### config.mk
export PLATFORM = sky130hd
export DESIGN_NAME = alu_cmd_sequencer_flat
export DESIGN_NICKNAME = d
export VERILOG_FILES = /design/src/rtl/alu_pkg.sv /design/src/rtl/alu_cmd_sequencer_if.sv /design/src/rtl/alu_regfile.sv /design/src/rtl/alu_cmd_sequencer.sv /design/src/flat_wrapper.sv
export SDC_FILE = /design/constraint.sdc
export NUM_CORES = 1
export LEC_CHECK = 0
export ABC_AREA = 1
export CAP_MARGIN = 20
export CORE_MARGIN = 5
export CORE_UTILIZATION = 51
export DETAILED_ROUTE_END_ITERATION = 8
export PLACE_DENSITY = 0.79
export SLEW_MARGIN = 20
export SYNTH_ARGS = -nofsm -noshare
export SYNTH_HDL_FRONTEND = slang
export SYNTH_SLANG_ARGS = --single-unit
### constraint.sdc
create_clock -name CLK -period 2.6 [get_ports CLK]
set_input_delay 0.52 -clock CLK [delete_from_list [all_inputs] [get_ports CLK]]
set_output_delay 0.52 -clock CLK [all_outputs]
set_load 0.05 [all_outputs]
### src/rtl/alu_pkg.sv
// Shared definitions for the ALU command sequencer: opcodes, FSM states, ALU timing.
package alu_pkg;

  // Opcodes understood by the downstream 8-bit registered ALU.
  // Any code above ALU_NEQ makes the ALU pass operand A through.
  localparam logic [3:0] ALU_ADD  = 4'h0;
  localparam logic [3:0] ALU_SUB  = 4'h1;
  localparam logic [3:0] ALU_MUL  = 4'h2;
  localparam logic [3:0] ALU_SHL  = 4'h3;
  localparam logic [3:0] ALU_SHR  = 4'h4;
  localparam logic [3:0] ALU_INCA = 4'h5;
  localparam logic [3:0] ALU_INCB = 4'h6;
  localparam logic [3:0] ALU_DECA = 4'h7;
  localparam logic [3:0] ALU_DECB = 4'h8;
  localparam logic [3:0] ALU_EQ   = 4'h9;
  localparam logic [3:0] ALU_GT   = 4'hA;
  localparam logic [3:0] ALU_LT   = 4'hB;
  localparam logic [3:0] ALU_NEQ  = 4'hC;

  // Registered ALU: the result appears one cycle after the operands are sampled.
  // The sequencer's single EXEC cycle is sized for this latency.
  localparam int ALU_LATENCY = 1;

  // Sequencer FSM states.
  typedef enum logic [1:0] {
    S_IDLE = 2'b00,
    S_EXEC = 2'b01,
    S_WB   = 2'b10
  } seq_state_t;

  // True for opcodes the ALU defines; everything else is a pass-A.
  function automatic logic op_is_defined(input logic [3:0] op);
    return (op <= ALU_NEQ);
  endfunction

endpackage

### src/rtl/alu_cmd_sequencer_if.sv
// Command, host-load, ALU and result signals of the ALU command sequencer.
interface alu_cmd_sequencer_if #(
  parameter int DATA_W = 8,
  parameter int NREGS  = 4
);
  localparam int ADDR_W = $clog2(NREGS);

  // Command handshake
  logic              CMD_VALID;
  logic              CMD_READY;
  logic [3:0]        CMD_OP;
  logic [ADDR_W-1:0] CMD_SRC_A;
  logic [ADDR_W-1:0] CMD_SRC_B;
  logic [ADDR_W-1:0] CMD_DST;
  logic              CMD_WE;

  // Host register load
  logic              LOAD_EN;
  logic [ADDR_W-1:0] LOAD_ADDR;
  logic [DATA_W-1:0] LOAD_DATA;

  // ALU connection
  logic [DATA_W-1:0] ALU_IN_A;
  logic [DATA_W-1:0] ALU_IN_B;
  logic [3:0]        ALU_OP;
  logic [DATA_W-1:0] ALU_RESULT;

  // Result report
  logic              RESULT_VALID;
  logic [DATA_W-1:0] RESULT_DATA;
  logic [ADDR_W-1:0] RESULT_DST;

  // Sequencer side
  modport slave (
    input  CMD_VALID, CMD_OP, CMD_SRC_A, CMD_SRC_B, CMD_DST, CMD_WE,
    input  LOAD_EN, LOAD_ADDR, LOAD_DATA,
    input  ALU_RESULT,
    output CMD_READY,
    output ALU_IN_A, ALU_IN_B, ALU_OP,
    output RESULT_VALID, RESULT_DATA, RESULT_DST
  );

  // Host + ALU side
  modport master (
    output CMD_VALID, CMD_OP, CMD_SRC_A, CMD_SRC_B, CMD_DST, CMD_WE,
    output LOAD_EN, LOAD_ADDR, LOAD_DATA,
    output ALU_RESULT,
    input  CMD_READY,
    input  ALU_IN_A, ALU_IN_B, ALU_OP,
    input  RESULT_VALID, RESULT_DATA, RESULT_DST
  );

endinterface

### src/rtl/alu_regfile.sv
// Operand register file: NREGS x DATA_W, two asynchronous read ports and
// synchronous writes. Write port 0 is the ALU write-back, port 1 the host load;
// the parent masks port 1 on an address collision, and port 0 is applied last.
module alu_regfile #(
  parameter int DATA_W = 8,
  parameter int NREGS  = 4,
  localparam int ADDR_W = $clog2(NREGS)
) (
  input  logic              CLK,
  input  logic              RESET,
  input  logic              i_we0,
  input  logic [ADDR_W-1:0] i_waddr0,
  input  logic [DATA_W-1:0] i_wdata0,
  input  logic              i_we1,
  input  logic [ADDR_W-1:0] i_waddr1,
  input  logic [DATA_W-1:0] i_wdata1,
  input  logic [ADDR_W-1:0] i_raddr_a,
  input  logic [ADDR_W-1:0] i_raddr_b,
  output logic [DATA_W-1:0] o_rdata_a,
  output logic [DATA_W-1:0] o_rdata_b
);

  logic [DATA_W-1:0] r_mem [NREGS];

  // Clear on reset; otherwise apply host load then write-back (write-back last).
  always_ff @(posedge CLK) begin
    if (RESET) begin
      for (int i = 0; i < NREGS; i++) begin
        r_mem[i] <= '0;
      end
    end else begin
      if (i_we1) r_mem[i_waddr1] <= i_wdata1;
      if (i_we0) r_mem[i_waddr0] <= i_wdata0;
    end
  end

  assign o_rdata_a = r_mem[i_raddr_a];
  assign o_rdata_b = r_mem[i_raddr_b];

endmodule

### src/rtl/alu_cmd_sequencer.sv
// Upstream control stage for the registered ALU: accepts a command, fetches
// both operands from the register file, presents them to the ALU for one
// cycle, then reports the result and optionally writes it back.
module alu_cmd_sequencer
  import alu_pkg::*;
#(
  parameter int DATA_W = 8,
  parameter int NREGS  = 4
) (
  input  logic              CLK,
  input  logic              RESET,
  alu_cmd_sequencer_if.slave bus
);

  localparam int ADDR_W = $clog2(NREGS);

  seq_state_t        r_state;
  logic [3:0]        r_op;
  logic [DATA_W-1:0] r_a;
  logic [DATA_W-1:0] r_b;
  logic [ADDR_W-1:0] r_dst;
  logic              r_we;
  logic [DATA_W-1:0] r_res_data;
  logic [ADDR_W-1:0] r_res_dst;

  logic [DATA_W-1:0] w_rd_a;
  logic [DATA_W-1:0] w_rd_b;
  logic              w_ready;
  logic              w_accept;
  logic              w_in_wb;
  logic              w_wb_we;
  logic              w_load_we;

  assign w_in_wb  = (r_state == S_WB);
  // Ready is a decode of the state, forced low while reset is held.
  assign w_ready  = (r_state == S_IDLE) && !RESET;
  assign w_accept = bus.CMD_VALID && w_ready;

  // Write-back happens at the edge that leaves WB. A host load to the same
  // index at that edge is dropped; a load to a different index still lands.
  assign w_wb_we   = w_in_wb && r_we;
  assign w_load_we = bus.LOAD_EN && !(w_wb_we && (bus.LOAD_ADDR == r_dst));

  alu_regfile #(
    .DATA_W (DATA_W),
    .NREGS  (NREGS)
  ) u_regfile (
    .CLK       (CLK),
    .RESET     (RESET),
    .i_we0     (w_wb_we),
    .i_waddr0  (r_dst),
    .i_wdata0  (bus.ALU_RESULT),
    .i_we1     (w_load_we),
    .i_waddr1  (bus.LOAD_ADDR),
    .i_wdata1  (bus.LOAD_DATA),
    .i_raddr_a (bus.CMD_SRC_A),
    .i_raddr_b (bus.CMD_SRC_B),
    .o_rdata_a (w_rd_a),
    .o_rdata_b (w_rd_b)
  );

  // Command FSM: latch command and operands on accept, wait out the ALU
  // latency in EXEC, capture the result for hold-over as WB ends.
  always_ff @(posedge CLK) begin
    if (RESET) begin
      r_state    <= S_IDLE;
      r_op       <= '0;
      r_a        <= '0;
      r_b        <= '0;
      r_dst      <= '0;
      r_we       <= 1'b0;
      r_res_data <= '0;
      r_res_dst  <= '0;
    end else begin
      case (r_state)
        S_IDLE: begin
          if (w_accept) begin
            r_op    <= bus.CMD_OP;
            r_a     <= w_rd_a;
            r_b     <= w_rd_b;
            r_dst   <= bus.CMD_DST;
            r_we    <= bus.CMD_WE;
            r_state <= S_EXEC;
          end
        end
        S_EXEC: begin
          r_state <= S_WB;
        end
        S_WB: begin
          r_res_data <= bus.ALU_RESULT;
          r_res_dst  <= r_dst;
          r_state    <= S_IDLE;
        end
        default: begin
          r_state <= S_IDLE;
        end
      endcase
    end
  end

  assign bus.CMD_READY = w_ready;

  // Operands and opcode hold their last latched values outside EXEC.
  assign bus.ALU_IN_A = r_a;
  assign bus.ALU_IN_B = r_b;
  assign bus.ALU_OP   = r_op;

  // In WB the ALU output is passed straight through; otherwise the last
  // reported result is held.
  assign bus.RESULT_VALID = w_in_wb && !RESET;
  assign bus.RESULT_DATA  = w_in_wb ? bus.ALU_RESULT : r_res_data;
  assign bus.RESULT_DST   = w_in_wb ? r_dst : r_res_dst;

endmodule
### src/flat_wrapper.sv
// flat-port wrapper written by rule: the top's interface ports become plain ports
module alu_cmd_sequencer_flat import alu_pkg::*;
#(
  parameter int DATA_W = 8,
  parameter int NREGS  = 4
)
  (CLK, RESET, bus_CMD_VALID, bus_CMD_OP, bus_CMD_SRC_A, bus_CMD_SRC_B, bus_CMD_DST, bus_CMD_WE, bus_LOAD_EN, bus_LOAD_ADDR, bus_LOAD_DATA, bus_ALU_RESULT, bus_CMD_READY, bus_ALU_IN_A, bus_ALU_IN_B, bus_ALU_OP, bus_RESULT_VALID, bus_RESULT_DATA, bus_RESULT_DST);
  alu_cmd_sequencer_if #(.DATA_W(DATA_W), .NREGS(NREGS)) bus_i ();
  input  logic CLK;
  input  logic RESET;
  input wire logic [$bits(bus_i.CMD_VALID)-1:0] bus_CMD_VALID;
  input wire logic [$bits(bus_i.CMD_OP)-1:0] bus_CMD_OP;
  input wire logic [$bits(bus_i.CMD_SRC_A)-1:0] bus_CMD_SRC_A;
  input wire logic [$bits(bus_i.CMD_SRC_B)-1:0] bus_CMD_SRC_B;
  input wire logic [$bits(bus_i.CMD_DST)-1:0] bus_CMD_DST;
  input wire logic [$bits(bus_i.CMD_WE)-1:0] bus_CMD_WE;
  input wire logic [$bits(bus_i.LOAD_EN)-1:0] bus_LOAD_EN;
  input wire logic [$bits(bus_i.LOAD_ADDR)-1:0] bus_LOAD_ADDR;
  input wire logic [$bits(bus_i.LOAD_DATA)-1:0] bus_LOAD_DATA;
  input wire logic [$bits(bus_i.ALU_RESULT)-1:0] bus_ALU_RESULT;
  output wire logic [$bits(bus_i.CMD_READY)-1:0] bus_CMD_READY;
  output wire logic [$bits(bus_i.ALU_IN_A)-1:0] bus_ALU_IN_A;
  output wire logic [$bits(bus_i.ALU_IN_B)-1:0] bus_ALU_IN_B;
  output wire logic [$bits(bus_i.ALU_OP)-1:0] bus_ALU_OP;
  output wire logic [$bits(bus_i.RESULT_VALID)-1:0] bus_RESULT_VALID;
  output wire logic [$bits(bus_i.RESULT_DATA)-1:0] bus_RESULT_DATA;
  output wire logic [$bits(bus_i.RESULT_DST)-1:0] bus_RESULT_DST;
  assign bus_i.CMD_VALID = bus_CMD_VALID;
  assign bus_i.CMD_OP = bus_CMD_OP;
  assign bus_i.CMD_SRC_A = bus_CMD_SRC_A;
  assign bus_i.CMD_SRC_B = bus_CMD_SRC_B;
  assign bus_i.CMD_DST = bus_CMD_DST;
  assign bus_i.CMD_WE = bus_CMD_WE;
  assign bus_i.LOAD_EN = bus_LOAD_EN;
  assign bus_i.LOAD_ADDR = bus_LOAD_ADDR;
  assign bus_i.LOAD_DATA = bus_LOAD_DATA;
  assign bus_i.ALU_RESULT = bus_ALU_RESULT;
  assign bus_CMD_READY = bus_i.CMD_READY;
  assign bus_ALU_IN_A = bus_i.ALU_IN_A;
  assign bus_ALU_IN_B = bus_i.ALU_IN_B;
  assign bus_ALU_OP = bus_i.ALU_OP;
  assign bus_RESULT_VALID = bus_i.RESULT_VALID;
  assign bus_RESULT_DATA = bus_i.RESULT_DATA;
  assign bus_RESULT_DST = bus_i.RESULT_DST;
  alu_cmd_sequencer #(.DATA_W(DATA_W), .NREGS(NREGS)) u_core (.CLK(CLK), .RESET(RESET), .bus(bus_i));
endmodule
==> results summary, run 1 <==
The transition at the pin with the smallest max-transition slack is 0.551 ns. Along the worst hold path, the cell count comes to 2. The met1 track demand over resource came out at 27.3%.

The final worst-path cycle share came out at 95.1%. The total power per unit cell area came out at 585 mW/mm2. The hold slack came out at 0.467 ns. The startpoint identified for the worst register-to-register timing path is u_core.r_state[1].

In this run, the number of DRC markers left after iteration 0 of detailed routing was 240. The source of the worst hold timing path is u_core.bus.ALU_OP[2]. The number of hold violations in the final report came to 0. The distinct cell type count of the synthesized netlist is 22. The run finished with clean final reports. The worst hold path terminates at u_core.bus.ALU_OP[2]. The initial core utilization came out at 52.1%. The layout overhead on the synthesized area is 32.8%. The netlist area before placement came out at 0.00327 mm2. The number of nets in the finished design is 540.

Summed over all layers, the routed wires come to 8160 um. Global routing used 32.9% of the available met2 tracks. The final standard cell area without fillers is 0.00434 mm2. Clock latency on the worst-skew pair, taken at its later pin, is 0.35 ns.

The final-report setup violation count is 0. Timing would allow up to 404 MHz. The TritonCTS buffer count came out at 9. The wire-length estimate of the detail-placed layout is 6040 um. The synthesized area per cell came out at 7.51 um2. Cells with a size suffix above 1 make up 10.2% of the layout. The maximum resistive drop on vdd came out at 0.380 mV. The final standard cell utilization of the core is 69.1%. The worst setup slack for register-to-register paths came out at 0.93 ns.

TritonCTS built the clock tree. Across the routed clock network, the largest skew measured is 0.00663 ns. The total number of vias is 3108. The worst setup path is launched from a flip-flop. The DRC violation count after routing came out at 0. The number of standard-cell rows in the floorplan came out at 29. By area the synthesized netlist is led by sky130_fd_sc_hd__edfxtp_1 (29%), sky130_fd_sc_hd__dfxtp_1 (21%), sky130_fd_sc_hd__o21ai_0 (14%), sky130_fd_sc_hd__nand2_1 (10%), sky130_fd_sc_hd__nor2_1 (8.3%). The clock transition at the registers of the reported paths is 0.08 ns. The number of hold buffers added after cts is 0. Synthesis inferred 67 register bits. The first detailed-routing pass ran for 5 iterations. The number of levels in the clock H-tree is 3.

Setup repair after global routing left no endpoint under its margin. Fill cells in the final layout number 520. The number of pins exceeding their max-slew limit in the final report is 0.

The required arrival time at the worst endpoint came out at 2.08 ns. After technology mapping, the gate count stands at 435. Counting I/O delays and the setup requirement, the final critical path takes 2.47 ns. The kind of capture point of the worst setup path is a primary output. The via count of the first global-routing pass came out at 2964. The count of nets left with antenna violations after detail routing came out at 0. met2 is the most crowded layer.

For this design the top-level I/O count stands at 65. The headroom to the max-slew limit came out at 63.2%. The met3 routing resource usage after global routing is 6.09%. The endpoint identified for the worst register-to-register timing path is u_core.u_regfile.r_mem[3][4]. The largest total area in the synthesized netlist belongs to sky130_fd_sc_hd__edfxtp_1. The total grt overflow came out at 0. The clock sink total is 67.

The worst register-to-register path has a depth of 5. The largest driver fanout on the critical path came out at 8. The arrival time of the worst setup path is 1.95 ns. Of the post-synthesis cell area, the dominant cell type holds 29.4%.

Summing all placed instances gives a cell area of 0.00414 mm2. Once layout is complete, the cells apart from fillers number 589. The count of input and output buffers came out at 64. Dividing the detail-routed via count by the number of cells gives 5.28.

The sequential share of the synthesized area came out at 50.8%. The standby leakage power came out at 1.91 nW. The global-route wire length before repair came out at 14000 um. The most instantiated flip-flop cell in the synthesis netlist is sky130_fd_sc_hd__dfxtp_1. Max-cap violations in this run came to 0. The number of cells in the design after placement came out at 573.

The floorplan step set the die height to 90.1 um. In the final routed layout, each cell accounts on average for 13.9 um. The cell sitting at the root of the clock tree is a sky130_fd_sc_hd__clkbuf_8. The number of antenna violations at the first check in global routing is 0.

The repair_antennas step left the layout with diodes totalling 0. The fraction of registers with async set or reset after synthesis is 0%. The path class of the lowest-slack min-delay path is flip-flop to flip-flop.

The die covers 0.00811 mm2. The clock passes through at most 2 buffers. The die span in x is 90.1 um.

In the final timing run, aggregate negative setup slack is 0 ns. The number of enable flip-flop cells after synthesis came out at 32. The warning count from the yosys run is 0. The routability congestion estimate came out at 0.877. The critical path start-end classification is flip-flop to primary output.

The overall track demand over capacity in global routing came out at 20.8%. Entering global routing, the biggest net connects 27 pins. The synthesized net count is 468.

The area of the core region came out at 0.00628 mm2.
layout by cell type (no fill, tap or decap), drive strengths merged:
cell type	count
a21oi	23
buf	24
clkbuf	11
clkdlybuf4s50	53
clkinv	3
clkinvlp	1
dfxtp	35
dlymetal6s2s	1
edfxtp	32
inv	57
nand2	89
nand3	6
nand4	3
nor2	75
nor3	3
o21ai	95
xnor2	1
per-stage QoR:
step / setup WS (ns) / power (W)
2_1_floorplan: 0.492 / 0.00149
3_5_place_dp: 0.320 / 0.00170
4_1_cts: 0.0752 / 0.00255
6_report: 0.127 / 0.00254
3_3_place_gp: 0.369 / 0.00169
5_1_grt: 0.0243 / 0.00266
cells by family (layout without fill, tap and decap cells):
family | Yosys count | after routing | synth area share (%)
flip-flops | 67 | 67 | 50.8
AO/OA/AOI/OAI | 118 | 118 | 18.1
AND/OR/NAND/NOR | 176 | 176 | 22.3
buffers and inverters | 73 | 150 | 8.50
XOR/XNOR | 1 | 1 | 0.268
power breakdown:
part | total [W] | internal, W | switching (W)
Combinational | 0.000485 | 0.000186 | 0.000299
Sequential | 0.00119 | 0.00116 | 0.0000299
Clock | 0.000858 | 0.000430 | 0.000428
flip-flops by register name (all words and copies together) (netlist names):
signal / flops
u_core.bus.ALU_OP: 4
u_core.r_we: 1
u_core.r_dst: 2
u_core.bus.ALU_IN_B: 8
u_core.r_state: 2
u_core.u_regfile.r_mem: 32
u_core.r_res_dst: 2
u_core.bus.ALU_IN_A: 8
u_core.r_res_data: 8
layout make-up:
cell class                      instances  area [um2]  area share [%]
Clock buffer                           11         163            3.75
Timing Repair Buffer                   78         848            19.6
Multi-Input combinational cell        295        1330            30.6
Tap cell                               77        96.3            2.22
Sequential cell                        67        1660            38.3
Inverter                               56         210            4.84
Clock inverter                          5        31.3           0.721
how the worst max path moves through the flow:
stage	start	cells past startpoint	slack (ns)	end
global route	u_core.r_state[1]	5	0.02	bus_RESULT_DST[0]
global placement	bus_LOAD_ADDR[0]	5	0.37	u_core.u_regfile.r_mem[3][1]
finish	u_core.r_state[1]	5	0.13	bus_RESULT_DST[0]
CTS	u_core.r_state[1]	5	0.08	bus_RESULT_DST[1]
floorplan	RESET	3	0.49	bus_RESULT_VALID
detailed placement	RESET	7	0.32	u_core.bus.ALU_IN_B[7]
Yosys cell counts, types with 2 or more instances:
library cell / count
sky130_fd_sc_hd__nand2_2: 2
sky130_fd_sc_hd__nand2_1: 87
sky130_fd_sc_hd__a21oi_1: 23
sky130_fd_sc_hd__edfxtp_1: 32
sky130_fd_sc_hd__buf_2: 3
sky130_fd_sc_hd__nor2_2: 3
sky130_fd_sc_hd__nand3_2: 3
sky130_fd_sc_hd__dfxtp_1: 35
sky130_fd_sc_hd__clkbuf_1: 14
sky130_fd_sc_hd__nor2_1: 72
sky130_fd_sc_hd__o21ai_1: 4
sky130_fd_sc_hd__nand3_1: 3
sky130_fd_sc_hd__clkinv_1: 2
sky130_fd_sc_hd__nand4_1: 2
sky130_fd_sc_hd__o21ai_0: 91
sky130_fd_sc_hd__inv_1: 53
routing by layer:
metal  routed length, um  vias up
met4                 113        0
met3                 700       18
met5                   0        -
met2                3740      150
met1                3610     1389
li1                    -     1551
what timing repair did:
action,4_1_cts,5_1_grt
endpoints found under the setup margin,0,1
gates resized for setup,0,1
setup buffers,0,0
worst max-delay path, cell delays in order (launching register included):
cell and delay [ns]:
sky130_fd_sc_hd__dfxtp_1 0.39, sky130_fd_sc_hd__nand2_2 0.16, sky130_fd_sc_hd__nand2_1 0.08, sky130_fd_sc_hd__o21ai_0 0.10, sky130_fd_sc_hd__inv_1 0.07, sky130_fd_sc_hd__clkdlybuf4s50_1 0.80
Power figures use the tool's default switching activity.
==> inputs of run 2 (changes only) <==
--- a/config.mk
+++ b/config.mk
@@ -6,9 +6,10 @@
 export NUM_CORES = 1
 export LEC_CHECK = 0
 export ABC_AREA = 1
-export CAP_MARGIN = 20
+export CAP_MARGIN = 30
 export CORE_MARGIN = 5
 export CORE_UTILIZATION = 51
+export CTS_CLUSTER_SIZE = 14
 export DETAILED_ROUTE_END_ITERATION = 8
 export PLACE_DENSITY = 0.79
 export SLEW_MARGIN = 20
==> results of run 2 <==
The final DEF is identical to that of run 1; final timing and power are the same.
